**src/rtl/seg_scan_pkg.sv**
```systemverilog
// Shared types and constants for the seven-segment scan driver:
// scan state encoding, segment bit positions and the hex glyph table.
package seg_scan_pkg;

  typedef enum logic {
    ST_BLANK = 1'b0,
    ST_SHOW  = 1'b1
  } scan_state_t;

  localparam int SEG_A = 0;
  localparam int SEG_B = 1;
  localparam int SEG_C = 2;
  localparam int SEG_D = 3;
  localparam int SEG_E = 4;
  localparam int SEG_F = 5;
  localparam int SEG_G = 6;
  localparam int SEG_W = 7;

  // Glyphs as {g,f,e,d,c,b,a}; the first element is code F, the last is code 0.
  localparam logic [15:0][SEG_W-1:0] HEX_SEG = {
    7'h71, 7'h79, 7'h5E, 7'h39, 7'h7C, 7'h77, 7'h6F, 7'h7F,
    7'h07, 7'h7D, 7'h6D, 7'h66, 7'h4F, 7'h5B, 7'h06, 7'h3F
  };

endpackage

```
**src/rtl/hex_seg7.sv**
```systemverilog
// Combinational hex code to seven-segment glyph lookup, active-high segments.
module hex_seg7
  import seg_scan_pkg::*;
(
  input  logic [3:0]       code,
  output logic [SEG_W-1:0] seg
);

  logic [SEG_W-1:0] pattern;

  // Output is assembled by named segment so the bus order stays explicit.
  always_comb begin
    pattern = HEX_SEG[code];
    seg     = {pattern[SEG_G], pattern[SEG_F], pattern[SEG_E], pattern[SEG_D],
               pattern[SEG_C], pattern[SEG_B], pattern[SEG_A]};
  end

endmodule

```
**src/rtl/seg_scan_driver.sv**
```systemverilog
// Time-multiplexed common-anode display driver: blank gap between digits,
// frame-boundary double buffering and optional leading-zero suppression.
module seg_scan_driver
  import seg_scan_pkg::*;
#(
  parameter int DIGITS = 4,
  parameter int DWELL  = 50000,
  parameter int BLANK  = 16
) (
  input  logic                  clk,
  input  logic                  rst,
  input  logic [4*DIGITS-1:0]   value,
  input  logic [DIGITS-1:0]     dp_en,
  input  logic                  load,
  input  logic                  lz_en,
  output logic [SEG_W-1:0]      seg,
  output logic                  dp,
  output logic [DIGITS-1:0]     an,
  output logic                  frame
);

  localparam int MAXC = (DWELL > BLANK) ? DWELL : BLANK;
  localparam int CW   = (MAXC > 1) ? $clog2(MAXC) : 1;
  localparam int IW   = $clog2(DIGITS);

  localparam logic [CW-1:0] DWELL_END  = CW'(DWELL - 1);
  localparam logic [CW-1:0] BLANK_END  = CW'(BLANK - 1);
  localparam logic [IW-1:0] LAST_DIGIT = IW'(DIGITS - 1);

  scan_state_t             state, nstate;
  logic [CW-1:0]           cnt, ncnt;
  logic [IW-1:0]           idx, nidx;
  logic                    frameNext;

  logic [4*DIGITS-1:0]     pendVal, shadowVal, nshVal;
  logic [DIGITS-1:0]       pendDp, shadowDp, nshDp;
  logic                    pend, lzq, nlz;

  logic [3:0]              curCode;
  logic [SEG_W-1:0]        decSeg;
  logic                    curDp, suppress, allZero;

  always_comb begin
    nstate    = state;
    ncnt      = cnt + CW'(1);
    nidx      = idx;
    frameNext = 1'b0;
    case (state)
      ST_BLANK: begin
        if (cnt == BLANK_END) begin
          nstate = ST_SHOW;
          ncnt   = '0;
        end
      end
      ST_SHOW: begin
        if (cnt == DWELL_END) begin
          nstate    = ST_BLANK;
          ncnt      = '0;
          nidx      = (idx == LAST_DIGIT) ? '0 : idx + IW'(1);
          frameNext = (idx == LAST_DIGIT);
        end
      end
      default: begin
        nstate = ST_BLANK;
        ncnt   = '0;
      end
    endcase
  end

  // The frame cycle is the commit point; a load in that same cycle wins over
  // the pending buffer and goes straight to the shadow copy.
  always_comb begin
    nshVal = shadowVal;
    nshDp  = shadowDp;
    nlz    = lzq;
    if (frame) begin
      nlz = lz_en;
      if (load) begin
        nshVal = value;
        nshDp  = dp_en;
      end else if (pend) begin
        nshVal = pendVal;
        nshDp  = pendDp;
      end
    end
  end

  // Look ahead at the digit about to be lit so segments land with its anode.
  always_comb begin
    curCode  = nshVal[nidx*4 +: 4];
    curDp    = nshDp[nidx];
    suppress = 1'b0;
    allZero  = 1'b1;
    for (int i = DIGITS - 1; i >= 0; i--) begin
      allZero = allZero && (nshVal[4*i +: 4] == 4'd0);
      if (i == int'(nidx)) begin
        suppress = nlz && allZero && (i > 0);
      end
    end
  end

  hex_seg7 u_hex_seg7 (
    .code (curCode),
    .seg  (decSeg)
  );

  always_ff @(posedge clk or negedge rst) begin
    if (!rst) begin
      state     <= ST_BLANK;
      cnt       <= '0;
      idx       <= '0;
      frame     <= 1'b0;
      pendVal   <= '0;
      pendDp    <= '0;
      pend      <= 1'b0;
      shadowVal <= '0;
      shadowDp  <= '0;
      lzq       <= 1'b0;
      seg       <= '0;
      dp        <= 1'b0;
      an        <= '0;
    end else begin
      state     <= nstate;
      cnt       <= ncnt;
      idx       <= nidx;
      frame     <= frameNext;
      shadowVal <= nshVal;
      shadowDp  <= nshDp;
      lzq       <= nlz;
      if (load) begin
        pendVal <= value;
        pendDp  <= dp_en;
        pend    <= !frame;
      end else if (frame) begin
        pend <= 1'b0;
      end
      if (nstate == ST_SHOW) begin
        an  <= {{(DIGITS-1){1'b0}}, 1'b1} << nidx;
        seg <= suppress ? '0 : decSeg;
        dp  <= curDp;
      end else begin
        an  <= '0;
        seg <= '0;
        dp  <= 1'b0;
      end
    end
  end

endmodule
```
**config.mk**
```make
export PLATFORM = sky130hd
export DESIGN_NAME = seg_scan_driver
export DESIGN_NICKNAME = d
export VERILOG_FILES = /design/src/rtl/seg_scan_pkg.sv /design/src/rtl/hex_seg7.sv /design/src/rtl/seg_scan_driver.sv
export SDC_FILE = /design/constraint.sdc
export NUM_CORES = 1
export LEC_CHECK = 0
export ABC_AREA = 1
export BUFFER_PORTS_ARGS = -buffer_cell sky130_fd_sc_hd__buf_2
export CAP_MARGIN = 10
export CORE_MARGIN = 10
export CORE_UTILIZATION = 44
export DETAILED_ROUTE_END_ITERATION = 6
export HOLD_SLACK_MARGIN = 0.06
export PLACE_DENSITY_LB_ADDON = 0.2
export SYNTH_ARGS = -nofsm -noshare
export SYNTH_HDL_FRONTEND = slang
export SYNTH_SLANG_ARGS = --single-unit
```
**constraint.sdc**
```tcl
create_clock -name clk -period 4.8 [get_ports clk]
set_clock_uncertainty 0.05 [all_clocks]
set_input_delay 0.96 -clock clk [delete_from_list [all_inputs] [get_ports clk]]
set_output_delay 0.96 -clock clk [all_outputs]
set_load 0.05 [all_outputs]
```
==> results of run 1 <==
-- worst min-delay path by stage --
stage | slack [ns] | end | start
2_1_floorplan | 0.38 | cnt[0] | cnt[0]
3_3_place_gp | 0.40 | cnt[0] | cnt[0]
3_5_place_dp | 0.40 | cnt[0] | cnt[0]
4_1_cts | 0.41 | cnt[0] | cnt[0]
5_1_grt | 0.43 | cnt[0] | cnt[0]
6_report | 0.41 | cnt[0] | cnt[0]
-- cell families after synthesis --
kind of cell | Yosys count | synth area share
buf+inv | 52 | 0.06531
compound gates | 26 | 0.04331
fa+ha+maj | 8 | 0.02794
flops | 74 | 0.5169
xor+xnor | 7 | 0.01712
simple gates | 261 | 0.3294
-- sequential cells by signal, indices dropped and copies added (netlist names) --
register,count
cnt,16
pendVal,16
shadowVal,16
seg,7
an,4
pendDp,4
shadowDp,4
idx,2
dp,1
frame,1
lzq,1
pend,1
state,1
-- synthesized netlist by cell type, types with 5 or more instances --
| library cell | n |
|---|---|
| xor2_1 | 6 |
| nand3_1 | 24 |
| inv_1 | 35 |
| a21oi_1 | 5 |
| o21ai_0 | 6 |
| dfrtp_1 | 74 |
| inv_2 | 5 |
| nor3_1 | 9 |
| nand2_1 | 161 |
| nor2_1 | 35 |
| a31oi_1 | 5 |
| nand2_2 | 7 |
| ha_1 | 8 |
| o21ai_1 | 5 |
-- worst max-delay path, cell delays in order --
cell	delay (ns)
buf_2	0.23
o21ai_2	0.66
inv_2	0.30
nand2_1	0.17
nand2_1	0.08
nand2_1	0.06
nand2_1	0.05
nand2_1	0.06
nand2_1	0.12
inv_1	0.15
ha_1	0.22
inv_1	0.06
nand3_1	0.10
nand2_1	0.06
nor2_1	0.10
nor2_1	0.05
-- power breakdown --
group	total [mW]	switching [mW]	internal, mW
clock	0.432	0.219	0.213
combinational	0.0462	0.0325	0.0137
sequential	0.642	0.00400	0.638
total	1.12	0.256	0.864
-- metrics by stage --
| stage | instance area [sq um] | power [mW] | util | hold slack, ns |
|---|---|---|---|---|
| 5_1_grt | 3991 | 1.172 | 0.5112 | 0.4317 |
| 3_3_place_gp | 3820 | 0.7020 | 0.4893 | 0.3995 |
| 3_5_place_dp | 3820 | 0.7021 | 0.4893 | 0.4006 |
| 6_report | 3991 | 1.120 | 0.5112 | 0.4057 |
| 4_1_cts | 3991 | 1.139 | 0.5112 | 0.4103 |
| 2_1_floorplan | 3582 | 0.6737 | - | 0.3829 |
-- final cells by class --
type | instances | area [sq um]
well taps | 102 | 127.6
flip-flops and latches | 74 | 1852
repair buffers | 36 | 182.7
clock buffers | 13 | 158.9
fillers | 768 | 3816
clock inverters | 2 | 12.51
multi-input cells | 302 | 1496
inverters | 42 | 161.4
-- routing by layer --
| metal | vias up | track usage | routed length (microns) |
|---|---|---|---|
| li1 | 1412 | - | - |
| met2 | 47 | 0.1939 | 3190 |
| met4 | 0 | 0.05872 | 157 |
| met5 | - | 0 | 0 |
| met1 | 1249 | 0.1816 | 3596 |
| met3 | 14 | 0.03018 | 359 |
==> flow_summary.json, run 1 <==
{
  "yosys_warnings": 0,
  "die_h_microns": 110.2,
  "synth_seq_cells": 74,
  "drc": 0,
  "diodes": 0,
  "io_buffers": 36,
  "cts.sinks": 74,
  "synth_top_cell_by_area": "dfrtp_1",
  "vias": 2722,
  "viasPerCell": 4.767,
  "instances_no_fill": 571,
  "area_delta_synth_final_pct": 11.42,
  "crit_path_end": "seg[0]",
  "die_x_microns": 110.2,
  "start_util": 0.4588,
  "status": "complete, no violations",
  "reg2reg_setup_slack_ns": 2.03,
  "worstHoldPathType": "register to register",
  "post_drt_wl_per_cell_microns": 12.79,
  "fin_crit_sh": 0.6773,
  "grt_pass1_wl_microns": 12830,
  "p_leak_nw": 2.093,
  "timing.fmax_ghz": 0.3076,
  "final.setup.worst_slack_ns": 1.549,
  "relSlewSlack": 0.3997,
  "cts_buffer_depth": 2,
  "ant_nets": 0,
  "grt_start_max_net_pins": 75,
  "tightest_slew_ns": 0.9005,
  "worstSetupPathType": "primary input to register",
  "place.gp.congestion": 0.8001,
  "setup_viol": 0,
  "dr.pass1.iters": 4,
  "rsz0062_at_grt": "false",
  "final_max_slew_viol_count": 0,
  "regToRegStartpoint": "pend",
  "synth_edf_count": 0,
  "hold_buffers": 0,
  "layout_commonest_cell": "nand2_1",
  "synth_top_area_share": 0.5169,
  "hold_viol": 0,
  "r2r_end": "seg[0]",
  "netlist_area_sq_um": 3582,
  "clkTransAtPathRegs_ns": 0.07,
  "reg2reg_depth": 15,
  "dr.first_iter.drc_count": 118,
  "grt_util_all_layers": 0.1319,
  "cts_tree": "done",
  "startpoint": "load",
  "dpl.hpwl_microns": 5326,
  "die_area_sq_um": 12150,
  "fin_nets": 497,
  "startpoint_type": "primary input",
  "cap_violations": 0,
  "post-cts-setup-buffers": 0,
  "synth_nets": 460,
  "core_sq_um": 7807,
  "place_ws_ns": 1.185,
  "min_period_ns": 3.251,
  "htreeDepth": 3,
  "ctsRootBufferMaster": "clkbuf_8",
  "post-place-cells": 556,
  "end_kind": "register",
  "synth_ff_type": "dfrtp_1",
  "cts_buffers": 9,
  "setup_tns_ns": 0,
  "cp.required_ns": 4.98,
  "final_cell_mix": "161 x nand2_1, 74 x dfrtp_1, 35 x inv_1, 35 x nor2_1, 35 x buf_2",
  "postSynthAreaPerCell_sq_um": 8.370,
  "ys_async_sr_fraction": 1.000,
  "yosysSeqAreaShare": 0.5169,
  "grt_antenna_before_repair": 0,
  "grt_overflow": 0,
  "grt_pass1_vias": 2753,
  "finalWirelength_microns": 7303,
  "arrival_ns": 3.43,
  "p_per_area_nw_per_um2": 280.6,
  "io_pins": 37,
  "post_cts_resized": 0,
  "fp-row-count": 32,
  "synth.area.top_cells": "dfrtp_1 52%, nand2_1 17%, inv_1 3.7%, nor2_1 3.7%, nand3_1 3.4%",
  "synth_cell_type_count": 36,
  "min_path_cells": 1,
  "synth_cells": 428,
  "crit_fanout": 22,
  "drive_gt1_frac": 0.1684,
  "clk_latency_ns": 0.34,
  "vdd_drop_max_uv": 141.2
}
No activity file was read; power rests on OpenSTA's default activity.
==> run 2, diff against run 1 <==
- ABC_AREA: 1 -> 0
- clock period: 4.8 -> 3 ns (I/O delays scaled with it)
==> run 2 against run 1 <==
- synthesized cell count fell by 22%
- count of clock-buffer cells in the layout fell by 1
- clock power rose by 97%
- utilization rose by 7.7 points
- combinational power rose by 140%
- non-clock buffer count rose by 63
- total power rose by 78%
- sequential power rose by 62%
- hold slack got worse by 0.15 ns
==> flow_summary.json, run 2 <==
{
  "io_buffers": 36,
  "grt_util_all_layers": 0.1329,
  "vias": 2756,
  "viasPerCell": 5.123,
  "largestRegisters": "cnt (16), pendVal (16), shadowVal (16)",
  "io_pins": 37,
  "switchingPower_mw": 0.4319,
  "worstSetupPathType": "register to register",
  "postSynthAreaPerCell_sq_um": 10.83,
  "yosysMostFrequentCell": "dfrtp_1",
  "start_util": 0.4584,
  "setup_viol": 0,
  "n_fill_cell": 704,
  "layout_commonest_cell": "dfrtp_1",
  "swShare": 0.2163,
  "crit_fanout": 4,
  "post-place-cells": 517,
  "ant_nets": 0,
  "fp-row-count": 32,
  "fin_nets": 463,
  "die_x_microns": 110.4,
  "diodes": 0,
  "synth_top_cell_by_area": "dfrtp_1",
  "yosys_warnings": 0,
  "grt_overflow": 0,
  "dpl.hpwl_microns": 6169,
  "drive_gt1_frac": 0.3830,
  "internal_power_mw": 1.565,
  "grt_pass1_vias": 2772,
  "hold_viol": 0,
  "cts_buffers": 9,
  "p_per_area_nw_per_um2": 432.4,
  "power_frac_clock": 0.426,
  "ctsRootBufferMaster": "clkbuf_8",
  "multi_input_area_sq_um": 1664,
  "yosysSeqAreaShare": 0.5148,
  "grt_pass1_wl_microns": 13590,
  "clkTransAtPathRegs_ns": 0.07,
  "place.gp.congestion": 0.9022,
  "relSlewSlack": 0.5240,
  "synth_seq_cells": 74,
  "final_max_slew_viol_count": 0,
  "fin_total_pwr_mw": 1.997,
  "arrival_ns": 3.08,
  "cp.required_ns": 3.20,
  "die_area_sq_um": 12190,
  "synth_cell_type_count": 58,
  "netlist_area_sq_um": 3597,
  "p_leak_nw": 2.291,
  "vdd_drop_max_uv": 235.3,
  "dr.first_iter.drc_count": 109,
  "dr.pass1.iters": 4,
  "cts_buffer_depth": 2,
  "synth.area.top_cells": "dfrtp_1 51%, mux2_2 5.3%, mux2i_1 3.6%, nand3_1 3.1%, nor2_1 2.8%",
  "htreeDepth": 3,
  "final_cell_mix": "73 x dfrtp_1, 62 x buf_4, 36 x buf_2",
  "min_period_ns": 2.881,
  "ys_async_sr_fraction": 1.000,
  "hold_buffers": 0,
  "grt_start_max_net_pins": 33,
  "cts.sinks": 74,
  "startpoint_type": "register",
  "worstHoldPathType": "primary input to asynchronous set/reset pin",
  "end_kind": "register",
  "grt_antenna_before_repair": 0,
  "seq_power_share": 0.519,
  "area_delta_synth_final_pct": 28.42,
  "synth_edf_count": 0,
  "cap_violations": 0,
  "synth_ff_type": "dfrtp_1",
  "post_drt_wl_per_cell_microns": 15.03,
  "tightest_slew_ns": 0.7139,
  "core_sq_um": 7848,
  "timing.fmax_ghz": 0.3471,
  "synth_nets": 364,
  "fin_crit_sh": 0.9605,
  "cts_tree": "done",
  "drc": 0,
  "status": "complete, no violations",
  "synth_top_area_share": 0.5148,
  "clk_latency_ns": 0.35,
  "die_h_microns": 110.4,
  "combPwrFrac": 0.056,
  "instances_no_fill": 538,
  "finalWirelength_microns": 8088,
  "synth_cells": 332,
  "seqCellArea_sq_um": 1853,
  "synth_commonest_cells": "74 x dfrtp_1, 27 x nor2_1, 26 x inv_1"
}
-- run 2: changes by cell type after synthesis, moves of 6 or more --
cell / before / now
and3_1: 1 / 10
inv_1: 35 / 26
mux2_2: 0 / 17
mux2i_1: 0 / 13
nand2_1: 161 / 19
nand2_2: 7 / 1
nor2_1: 35 / 27
o21ai_0: 6 / 12
-- run 2: worst max-delay path, cell delays in order, from the launching register on --
cell	delay [ns]
dfrtp_1	0.39
ha_2	0.20
or2_2	0.31
or3_4	0.40
and2_4	0.18
inv_2	0.08
a311o_1	0.17
nand2_1	0.12
buf_6	0.15
ha_1	0.20
mux2_4	0.26
a211oi_1	0.26
-- run 2: routing by layer --
layer | GRT usage | wire [microns] | vias to the layer above
li1 | - | - | 1373
met1 | 0.1674 | 3788 | 1320
met2 | 0.2117 | 3848 | 53
met3 | 0.03890 | 301 | 10
met4 | 0.04577 | 149 | 0
met5 | 0 | 0 | -
-- run 2: path summary, 6_finish.rpt --
kind	from	to	slack, ns	depth (start not counted)
worst max register to register	idx[0]	seg[3]	0.12	11
worst min register to register	pendDp[3]	pendDp[3]	0.43	2
min in group clk	pendDp[3]	pendDp[3]	0.43	2
max in group asynchronous	rst	cnt[12]	1.88	2
worst max-delay path	idx[0]	seg[3]	0.12	11
worst min-delay path	rst	pendVal[4]	0.25	1
-- run 2: final cells by class --
| type | count | share of cell area |
|---|---|---|
| multi-input cells | 221 | 0.3602 |
| clock buffers | 12 | 0.03142 |
| flip-flops and latches | 74 | 0.4011 |
| repair buffers | 99 | 0.1422 |
| clock inverters | 4 | 0.01625 |
| inverters | 26 | 0.02113 |
| well taps | 102 | 0.02763 |
-- run 2: logic make-up (layout without fill, tap and decap cells) --
family	Yosys count	count (layout)	share of synthesized area
compound gates	62	62	0.1336
xor+xnor	14	14	0.03408
fa+ha+maj	8	8	0.02783
buf+inv	37	141	0.04243
flops	74	74	0.5148
mux	32	32	0.09669
simple gates	105	105	0.1506
-- run 2: power by group through the flow --
stage | logic, mW | clock network (mW) | registers, mW
final | 0.111 | 0.850 | 1.04
after global routing | 0.124 | 0.925 | 1.04
after CTS | 0.115 | 0.875 | 1.04
after detailed placement | 0.114 | 0 | 1.06
after global placement | 0.112 | 0 | 1.06
after floorplan | 0.0518 | 0 | 1.06
-- run 2: repair_timing --
item | 4_1_cts | 5_1_grt
buffers inserted | 0 | 5
resized for setup | 2 | 21
endpoints found under the setup margin | 3 | 7
pin swaps | 0 | 6
-- run 2: per-stage QoR --
| step | setup slack, ns | util | cell area [sq um] | setup TNS, ns | hold WS (ns) |
|---|---|---|---|---|---|
| after global routing | -0.03463 | 0.5886 | 4619 | -0.05653 | 0.2795 |
| after detailed placement | -0.04198 | 0.5466 | 4289 | -0.04689 | 0.4134 |
| after global placement | -0.02690 | 0.5466 | 4289 | -0.04170 | 0.4046 |
| final | 0.1186 | 0.5886 | 4619 | 0 | 0.2528 |
| after floorplan | -0.01870 | - | 3607 | -0.01870 | 0.2544 |
| after CTS | 0.02780 | 0.5757 | 4518 | 0 | 0.2574 |
==> run 3, diff against run 2 <==
- SYNTH_HIERARCHICAL: not set -> 1
==> run 3 against run 2 <==
- synthesized cell count is 8.1% higher
- sequential power about the same
- non-clock buffer count is 7 lower
==> flow_summary.json, run 3 <==
{
  "die_h_microns": 112.6,
  "ctsRootBufferMaster": "clkbuf_8",
  "relSlewSlack": 0.5354,
  "grt_pass1_wl_microns": 14650,
  "dpl.hpwl_microns": 6478,
  "slowest_stage": "mux4_2",
  "htreeDepth": 3,
  "place_area_sq_um": 4368,
  "final_max_slew_viol_count": 0,
  "place_ws_ns": -0.1111,
  "grt_pass1_vias": 3051,
  "regToRegStartpoint": "cnt[0]",
  "synth_top_area_share": 0.4909,
  "grt_overflow": 0,
  "cts.sinks": 74,
  "startpoint_type": "register",
  "io_pins": 37,
  "io_buffers": 36,
  "dr.pass1.iters": 4,
  "cts_tree": "done",
  "yosysMostFrequentCell": "dfrtp_1",
  "cts_buffer_depth": 2,
  "synth_ff_type": "dfrtp_1",
  "grt_start_max_net_pins": 31,
  "reg2reg_depth": 14,
  "fin_nets": 480,
  "ant_nets": 0,
  "reg2reg_setup_slack_ns": 0.01,
  "arrival_ns": 3.16,
  "grt_antenna_before_repair": 0,
  "r2r_end": "seg[3]",
  "post-route-util": 0.5715,
  "grt_util_all_layers": 0.1383,
  "cp.required_ns": 3.18,
  "hold_buffers": 0,
  "vias": 2963,
  "synth_top_cell_by_area": "dfrtp_1",
  "p_per_area_nw_per_um2": 424.5,
  "drive_gt1_frac": 0.3739,
  "synth_commonest_cells": "74 x dfrtp_1, 27 x nand2_1, 25 x inv_1, 25 x nor2_1, 19 x mux2_2",
  "rsz0062_at_grt": "true",
  "ys_async_sr_fraction": 1.000,
  "timing.fmax_ghz": 0.3349,
  "synth_nets": 392,
  "synth_edf_count": 0,
  "yosysSeqAreaShare": 0.4909,
  "tightest_slew_ns": 0.6969,
  "postSynthAreaPerCell_sq_um": 10.51,
  "die_x_microns": 112.6,
  "area_delta_synth_final_pct": 25.74,
  "dr.first_iter.drc_count": 187,
  "post_drt_wl_per_cell_microns": 16.06,
  "vdd_drop_max_uv": 206.6,
  "drc": 0,
  "finalWirelength_microns": 8945,
  "clk_latency_ns": 0.36,
  "diodes": 0,
  "yosys_warnings": 6,
  "min_period_ns": 2.986,
  "synth_cell_type_count": 61,
  "setup_tns_ns": 0,
  "crit_fanout": 4,
  "final_area_sq_um": 4743,
  "crit_path_max_incr_delay_ns": 0.50,
  "fp-row-count": 33,
  "fin_crit_sh": 0.9953,
  "cap_violations": 0,
  "core_sq_um": 8299,
  "p_leak_nw": 2.356,
  "start_util": 0.4545,
  "worstHoldPathType": "primary input to asynchronous set/reset pin",
  "cts_buffers": 9,
  "place.gp.congestion": 0.8820,
  "synth_cells": 359,
  "end_kind": "register",
  "synth.area.top_cells": "dfrtp_1 49%, mux2_2 5.7%, ha_1 3.0%, o22ai_1 3.0%, nand2_1 2.7%",
  "setup_viol": 0,
  "die_area_sq_um": 12680,
  "hold_viol": 0,
  "final_cell_mix": "73 x dfrtp_1, 54 x buf_4, 37 x buf_2",
  "layout_commonest_cell": "dfrtp_1",
  "netlist_area_sq_um": 3772,
  "final.setup.worst_slack_ns": 0.01401,
  "crit_chain": "ha_2, nand3_2, and3b_1, buf_4, nand4_1, o31ai_2, buf_4, a22oi_2, o221ai_2, inv_2, ha_1, mux4_2, nand3_2, o22ai_1",
  "status": "complete, no violations",
  "viasPerCell": 5.320,
  "synth_seq_cells": 74,
  "clkTransAtPathRegs_ns": 0.09,
  "worstSetupPathType": "register to register",
  "largestRegisters": "cnt (16), pendVal (16), shadowVal (16)"
}
run 3: routing by layer:
layer	global-route usage	wire length [microns]
met1	0.1767	4173
met2	0.2216	4289
met3	0.03195	357
met4	0.05245	124
met5	0	0
run 3: report_power, final:
part	leakage [nW]	internal (mW)	switching, mW
clock	0.106	0.475	0.415
combinational	1.32	0.0411	0.0478
sequential	0.932	1.02	0.0108
total	2.36	1.54	0.474
run 3: how the worst max path moves through the flow:
stage | from | to | slack (ns) | cells after the start
floorplan | cnt[4] | seg[3] | 0.01 | 12
global placement | cnt[1] | seg[5] | -0.03 | 14
detailed placement | cnt[1] | seg[3] | -0.11 | 13
CTS | cnt[0] | seg[5] | 0.003 | 14
global route | cnt[4] | seg[3] | -0.13 | 11
finish | cnt[0] | seg[3] | 0.01 | 14
run 3: metrics by stage:
step           instances  power [mW]  hold slack, ns
2_1_floorplan        359       1.090          0.2544
3_3_place_gp         530       1.143          0.4166
3_5_place_dp         530       1.145          0.4265
4_1_cts              552       2.028          0.2547
5_1_grt              557       2.082          0.2856
6_report             557       2.013          0.2273
run 3: final cells by class:
class | instances | area, sq um
Fill cell | 725 | 3556
Sequential cell | 74 | 1853
Multi-Input combinational cell | 243 | 1822
Timing Repair Buffer | 92 | 610.6
Tap cell | 105 | 131.4
Clock buffer | 9 | 123.9
Clock inverter | 7 | 101.3
Inverter | 27 | 101.3
run 3: cell families after synthesis:
group | Yosys count | share of synthesized area
AND/OR/NAND/NOR | 115 | 0.1632
AO/OA/AOI/OAI | 78 | 0.1466
flip-flops | 74 | 0.4909
buffers and inverters | 42 | 0.05340
multiplexers | 27 | 0.08358
XOR/XNOR | 14 | 0.03250
adder cells (fa/ha/maj) | 9 | 0.02985
run 3: critical path: cells and delay by family (launching register included):
family | cells | cell delay [ns]
compound gates | 4 | 0.39
mux | 1 | 0.50
fa+ha+maj | 2 | 0.52
simple gates | 4 | 0.60
buf+inv | 3 | 0.44
flops | 1 | 0.37
run 3: repair_timing:
action | CTS | global route
endpoints found under the setup margin | 4 | 7
gates cloned | 0 | 1
pin swaps | 3 | 4
gates resized for setup | 9 | 11
buffers inserted | 6 | 4
